`config.mk`:
```
export PLATFORM = sky130hd
export DESIGN_NAME = serial_add_sequencer
export DESIGN_NICKNAME = d
export VERILOG_FILES = /design/src/rtl/serial_add_sequencer.sv
export SDC_FILE = /design/constraint.sdc
export NUM_CORES = 1
export LEC_CHECK = 0
export ABC_AREA = 1
export CAP_MARGIN = 40
export CORE_MARGIN = 1
export CORE_UTILIZATION = 54
export CTS_CLUSTER_DIAMETER = 100
export DETAILED_ROUTE_END_ITERATION = 12
export PLACE_DENSITY = 0.92
export SYNTH_ARGS = -nofsm -noshare
export SYNTH_HDL_FRONTEND = slang
export SYNTH_HIERARCHICAL = 1
export SYNTH_SLANG_ARGS = --single-unit
```
`constraint.sdc`:
```
create_clock -name clk -period 2.5 [get_ports clk]
set_clock_uncertainty 0.2 [all_clocks]
set_input_delay 0.375 -clock clk [delete_from_list [all_inputs] [get_ports clk]]
set_output_delay 0.375 -clock clk [all_outputs]
set_load 0.01 [all_outputs]
```
`src/rtl/serial_add_sequencer.sv`:
```
// serial_add_sequencer: bit-serial add/subtract engine.
// One full-adder cell is stepped LSB-first over a WIDTH-bit operand pair,
// one bit per clock. The running carry is held in a register, and the result
// collects in a working shift register. The result is copied to the
// architectural outputs (sum/cout/overflow) only when the last bit completes,
// so those outputs keep the previous result while an operation is running.

// One-bit full adder cell: S = A^B^Cin, Cout = majority(A,B,Cin).
module serial_add_fa (
    input  logic i_a,
    input  logic i_b,
    input  logic i_cin,
    output logic o_s,
    output logic o_cout
);

    // Sum and carry are pure combinational functions of the three inputs.
    always_comb begin
        o_s    = i_a ^ i_b ^ i_cin;
        o_cout = (i_a & i_b) | (i_a & i_cin) | (i_b & i_cin);
    end

endmodule

module serial_add_sequencer #(
    parameter int WIDTH = 32
) (
    input  logic             clk,
    input  logic             rst_n,
    input  logic             start,
    input  logic             clr,
    input  logic             sub,
    input  logic             cin,
    input  logic [WIDTH-1:0] a,
    input  logic [WIDTH-1:0] b,
    output logic             ready,
    output logic             busy,
    output logic             done,
    output logic [WIDTH-1:0] sum,
    output logic             cout,
    output logic             overflow
);

    localparam int CW = (WIDTH > 1) ? $clog2(WIDTH) : 1;
    localparam logic [CW-1:0] LAST_BIT = CW'(WIDTH - 1);

    typedef enum logic [1:0] {
        S_IDLE = 2'd0,
        S_RUN  = 2'd1,
        S_DONE = 2'd2
    } state_t;

    state_t r_state;
    state_t w_state_next;

    // Working registers for the operation in flight.
    logic [CW-1:0]    r_cnt;
    logic [WIDTH-1:0] r_areg;
    logic [WIDTH-1:0] r_breg;
    logic [WIDTH-1:0] r_sum_sh;
    logic             r_carry;

    // Architectural result registers.
    logic [WIDTH-1:0] r_sum;
    logic             r_cout;
    logic             r_overflow;

    // Decoded control.
    logic w_accept;
    logic w_last;
    logic w_running;

    // Full-adder wires.
    logic w_fa_s;
    logic w_fa_cout;

    // Operand B and carry-in as loaded; subtraction is a + ~b + 1.
    logic [WIDTH-1:0] w_b_load;
    logic             w_carry_load;

    assign w_b_load     = sub ? ~b : b;
    assign w_carry_load = sub ? 1'b1 : cin;
    assign w_last       = (r_cnt == LAST_BIT);
    assign w_running    = (r_state == S_RUN);

    serial_add_fa u_fa (
        .i_a    (r_areg[0]),
        .i_b    (r_breg[0]),
        .i_cin  (r_carry),
        .o_s    (w_fa_s),
        .o_cout (w_fa_cout)
    );

    // State register.
    always_ff @(posedge clk or negedge rst_n) begin
        if (!rst_n) begin
            r_state <= S_IDLE;
        end else begin
            r_state <= w_state_next;
        end
    end

    // Next-state logic and accept decode; clr overrides everything, including start.
    always_comb begin
        w_state_next = r_state;
        w_accept     = 1'b0;
        if (clr) begin
            w_state_next = S_IDLE;
        end else begin
            case (r_state)
                S_IDLE, S_DONE: begin
                    if (start) begin
                        w_state_next = S_RUN;
                        w_accept     = 1'b1;
                    end else begin
                        w_state_next = S_IDLE;
                    end
                end
                S_RUN: begin
                    if (w_last) begin
                        w_state_next = S_DONE;
                    end
                end
                default: begin
                    w_state_next = S_IDLE;
                end
            endcase
        end
    end

    // Bit counter: cleared on abort and accept, wraps to 0 after the last bit.
    always_ff @(posedge clk or negedge rst_n) begin
        if (!rst_n) begin
            r_cnt <= '0;
        end else if (clr || w_accept) begin
            r_cnt <= '0;
        end else if (w_running) begin
            if (w_last) begin
                r_cnt <= '0;
            end else begin
                r_cnt <= r_cnt + CW'(1);
            end
        end
    end

    // Operand shift registers and running carry: load on accept, shift in RUN.
    always_ff @(posedge clk or negedge rst_n) begin
        if (!rst_n) begin
            r_areg  <= '0;
            r_breg  <= '0;
            r_carry <= 1'b0;
        end else if (!clr) begin
            if (w_accept) begin
                r_areg  <= a;
                r_breg  <= w_b_load;
                r_carry <= w_carry_load;
            end else if (w_running) begin
                r_areg  <= {1'b0, r_areg[WIDTH-1:1]};
                r_breg  <= {1'b0, r_breg[WIDTH-1:1]};
                r_carry <= w_fa_cout;
            end
        end
    end

    // Working sum: each new bit enters at the MSB, so after WIDTH shifts
    // bit 0 of the result sits at position 0.
    always_ff @(posedge clk or negedge rst_n) begin
        if (!rst_n) begin
            r_sum_sh <= '0;
        end else if (!clr) begin
            if (w_accept) begin
                r_sum_sh <= '0;
            end else if (w_running) begin
                r_sum_sh <= {w_fa_s, r_sum_sh[WIDTH-1:1]};
            end
        end
    end

    // Architectural result: written only on the final bit edge. The final bit
    // is taken straight from the adder so the result is visible with done.
    // Overflow is carry into MSB (the carry register) XOR carry out of MSB.
    always_ff @(posedge clk or negedge rst_n) begin
        if (!rst_n) begin
            r_sum      <= '0;
            r_cout     <= 1'b0;
            r_overflow <= 1'b0;
        end else if (!clr && w_running && w_last) begin
            r_sum      <= {w_fa_s, r_sum_sh[WIDTH-1:1]};
            r_cout     <= w_fa_cout;
            r_overflow <= r_carry ^ w_fa_cout;
        end
    end

    // Handshake outputs decode registered state only.
    assign ready    = (r_state == S_IDLE) || (r_state == S_DONE);
    assign busy     = (r_state == S_RUN);
    assign done     = (r_state == S_DONE);
    assign sum      = r_sum;
    assign cout     = r_cout;
    assign overflow = r_overflow;

endmodule

```
## Word level (Yosys, flattened, before mapping)

Cells that the tools add are included.

| word-level totals | value |
|---|---|
| register bits | 138 |
| bits of input ports | 70 |
| word-level logic and storage cells | 54 |

| operators by class | value |
|---|---|
| add/subtract/negate cells | 1 |
| eq/ne operators | 4 |
| multiplexer cells | 20 |
| bitwise logic cells | 10 |
| reductions and logical operators | 10 |

Operators by type and width:

| kind | count |
|---|---|
| $mux W32 | 7 |
| $not A32 Y32 | 1 |
| $mux W5 | 3 |
| $mux W1 | 7 |
| $add A5 B1 Y5 const B | 1 |
| $eq A5 B5 Y1 const B | 1 |
| $mux W2 | 2 |
| $pmux W2 S2 | 1 |
| $reduce_bool A2 Y1 | 2 |
| $and A1 B1 Y1 | 3 |
| $ne A3 B3 Y1 const B | 1 |
| $xor A1 B1 Y1 | 3 |
| $eq A2 B1 Y1 const B | 1 |
| $eq A2 B2 Y1 const B | 1 |
| $logic_and A1 B1 Y1 | 2 |
| $logic_not A2 Y1 | 1 |
| $logic_or A1 B1 Y1 | 2 |
| $or A1 B1 Y1 | 2 |
| $reduce_and A2 Y1 | 1 |
| $reduce_or A2 Y1 | 1 |
| $logic_not A1 Y1 | 1 |
| $not A1 Y1 | 1 |

## Logic depth before layout (Yosys ltp)

| depth | value |
|---|---|
| word-level depth | 6 |
| mapped depth | 9 |

## Modules after synthesis

The synthesis kept the hierarchy.

Modules (own cells, without submodules):

| module | instances | cells each | area each (sq um) | seq. area each (sq um) |
|---|---|---|---|---|
| serial_add_sequencer | 1 | 816 | 6483.7 | 3428.3 |
| serial_add_fa | 1 | 1 | 20.0 | 0.0 |

## Worst setup path after synthesis

No wires, ideal clock.

| timing path | value |
|---|---|
| path kind | reg2reg |
| start | reg r_cnt[0] |
| end | reg r_sum[10] (netlist: sum[10]) |
| setup time | 65 ps |
| arrival | 1444 ps |
| slack | 791 ps |
| stages on the path, launching flop included | 10 |
| path buffers | 2 |
| period minus slack after synthesis | 1709 ps |
| cell sequence | dfrtp_1 ha_1 nand2_1 nor2_1 ha_1 nand2_1 buf_2 buf_4 nand2_1 nand2_1 |

| between the ends | value |
|---|---|
| cells in the longest elaborated chain, start to end | 2 |

Ends and longest elaborated chain:

| item | line | source |
|---|---|---|
| from (decl) | 57 | `logic [CW-1:0] r_cnt;` |
| from (signal assigned) | 141 | `r_cnt <= r_cnt + CW'(1);` |
| $eq A5 B5 Y1 | 83 | `assign w_last = (r_cnt == LAST_BIT);` |
| $logic_and A1 B1 Y1 | 187 | `end else if (!clr && w_running && w_last) begin` |
| to (signal assigned) | 188 | `r_sum <= {w_fa_s, r_sum_sh[WIDTH-1:1]};` |
| to (decl) | 64 | `logic [WIDTH-1:0] r_sum;` |

No other way between the ends.
A chain may end at the register's enable or synchronous reset.

## Worst setup path in the final report

| timing path | value |
|---|---|
| start | reg r_cnt[0] |
| end | reg r_sum[14] (netlist: sum[14]) |

The elaborated chain is that of the path after synthesis.

==> results.md <==
* Run status: finished with violations
* Failing checks: DRC
* # rows at 39
* Total grt overflow at 0
* Ports at 107
* Mapped cell area at 6504 µm²
* Place WS at 228.4 ps
* Sink Count at 137
* Total die area at 12490 µm²
* Number of port buffers at 106
* Slew HR at 46.16%
* Synth Register Bits at 137
* F_max at 470.7 MHz
* Syn nets at 890
* Fillers at 805
* Root buf cell: clkbuf_16
* Reg2Reg Depth at 8
* RSZ-0062 raised after global routing: false
* Total CTS buffers at 17
* Min Hold Slack at 260.1 ps
* Core Box Area at 11560 µm²
* # Post-CTS Setup Buffers at 0
* Post-route setup slack at 375.4 ps
* Overall Power at 6.392 mW
* Maximum number of pins on one net before global-route repair at 112
* Routed len/inst at 13.62 µm
* Initial antenna violation count at 0
* Slew @ Worst Pin at 807.6 ps
* Final Hold Vio Count at 0
* Vias in the first global route at 5409
* Die X at 111.7 µm
* Worst vdd ir at 0.0004461 V
* H-tree depth at 4
* Slew Viols, Final at 0
* Reg-to-reg startpoint: r_cnt[0]$_DFFE_PN0P_
* Crit path capture type: flip-flop
* Final wirelength at 14.51 mm
* Most common cell after layout, fill and taps aside: nand2_1
* Total track usage at 25.12%
* Max cap viols at 0
* Share of the yosys chip area belonging to registers at 52.71%
* WS Path Type: flip-flop to flip-flop
* Routability cong. at 0.8123
* CTS tree: yes
* First-pass GRT wire length at 24.96 mm
* Tmin final at 2125 ps
* Clk Latency, worst-skew pair at 410 ps
* Final number of setup-violating endpoints at 0
* ANT nets after route at 0
* Synthesis-to-layout area growth at 27.13%
* Post-DR vias/cell at 5.160
* Nets at 982
* Pleak at 4.276 nW
* Hold WC Path Type: input port to asynchronous set/reset pin
* Post-layout util at 71.49%
* Initial DRC Count at 385
* Finished Cell Area at 8268 µm²
* Synth Area per Inst at 7.961 µm²
* Vias at 5495
* Post-Synthesis Cells at 817
* Setup_tns at 0 ps
* Reg-to-reg endpoint: sum[14]$_DFFE_PN0P_
* Critical Path AT at 2280 ps
* Pre-antenna DRT Iters at 9
* Synth Warn # at 6
* Power per cell area at 773.1 nW/µm²
* Clk pin slew, worst setup/hold paths at 60 ps
* DP Wirelength at 9.105 mm
* Post-route insts no fill at 1065
* Critical path required time at 2650 ps
* Share of cells above drive strength 1 at 6.291%
* Yosys cell types at 22
* Chip Height at 111.7 µm
* Tcrit/Tclk final at 84.98%
* R2r setup slk at 380 ps
* Dpl cells at 1032
* Initial core utilization at 56.24%
* Most frequent cells in the layout: nand2_1, dfrtp_1, nand3_1
* Clk buf depth at 2
* Crit-path max FO at 22
* Placed Area at 7637 µm²
* Post-route DRC at 12
* ANT cells at 0
* CP Launch Type: flip-flop
layout make-up:
cell class | count | area (µm²) | share of cell area, %
clock buffers | 19 | 452.9 | 5.478
clock inverters | 13 | 167.7 | 2.028
inverters | 88 | 330.3 | 3.995
multi-input cells | 543 | 2480 | 29.99
flip-flops and latches | 137 | 3428 | 41.46
well taps | 143 | 178.9 | 2.164
repair buffers | 122 | 1230 | 14.88
where the power goes:
| group | leakage [nW] | switching (mW) | total, mW | internal [mW] |
|---|---|---|---|---|
| clock | 0.300 | 0.968 | 2.60 | 1.63 |
| sequential | 1.82 | 0.201 | 2.77 | 2.57 |
| combinational | 2.15 | 0.582 | 1.02 | 0.441 |
flip-flops by register name, indices dropped and copies added (netlist names):
name      flops
r_carry       1
r_cnt         5
overflow      1
r_areg       32
cout          1
r_sum_sh     31
r_breg       32
r_state       2
sum          32
cell families (layout without fill, tap and decap cells):
kind of cell	after synthesis	in the layout	synth area share [%]
simple gates	462	462	29.34
flops	137	137	52.71
buf+inv	137	242	9.388
compound gates	46	46	3.559
xor+xnor	32	32	4.309
fa+ha+maj	3	3	0.6925
worst max-delay path: stages (launching register included):
cell,delay (ps)
dfrtp_1,400
ha_1,180
nand2_1,70
nor2_1,110
ha_1,210
nand2_1,90
inv_1,550
nand2_1,160
nand2_1,100
worst max path at each step:
stage                            from                   to  slack (ps)  cells past startpoint
6_report         r_cnt[0]$_DFFE_PN0P_  sum[14]$_DFFE_PN0P_         380                      8
2_1_floorplan    r_cnt[0]$_DFFE_PN0P_  sum[10]$_DFFE_PN0P_         790                      9
3_5_place_dp                      clr   sum[2]$_DFFE_PN0P_         230                      6
4_1_cts        r_state[0]$_DFFE_PN0P_                 busy         360                      3
3_3_place_gp                      clr  sum[22]$_DFFE_PN0P_         330                      6
5_1_grt          r_cnt[0]$_DFFE_PN0P_  sum[23]$_DFFE_PN0P_         230                      8
cells in the mapped netlist:
| library cell | instances | area (µm²) |
|---|---|---|
| buf_1 | 3 | 11.26 |
| buf_2 | 26 | 130.1 |
| buf_4 | 7 | 52.55 |
| buf_6 | 5 | 56.30 |
| clkbuf_1 | 8 | 30.03 |
| dfrtp_1 | 137 | 3428 |
| fa_1 | 1 | 20.02 |
| ha_1 | 2 | 25.02 |
| inv_1 | 85 | 319.1 |
| inv_2 | 3 | 11.26 |
| nand2_1 | 335 | 1257 |
| nand2_2 | 2 | 12.51 |
| nand3_1 | 116 | 580.6 |
| nand3_2 | 1 | 10.01 |
| nand4_1 | 1 | 6.260 |
| nor2_1 | 5 | 18.77 |
| nor2_4 | 2 | 22.52 |
| o21ai_0 | 33 | 165.2 |
| o21ai_1 | 12 | 60.06 |
| o22ai_1 | 1 | 6.260 |
| xnor2_1 | 1 | 8.760 |
| xor2_1 | 31 | 271.5 |
per-layer routing:
layer	GRT usage, %	vias up	share of wire [%]
met2	43.23	185	51
met4	7.748	0	1.1
met3	5.008	16	4.7
met5	0	-	0
li1	-	2696	-
met1	32.03	2598	43
repair_timing:
item	4_1_cts	5_1_grt
hold endpoints to repair	39	0
gates resized for setup	0	0
hold buffers	1	0
No activity file was read; power rests on OpenSTA's default activity.
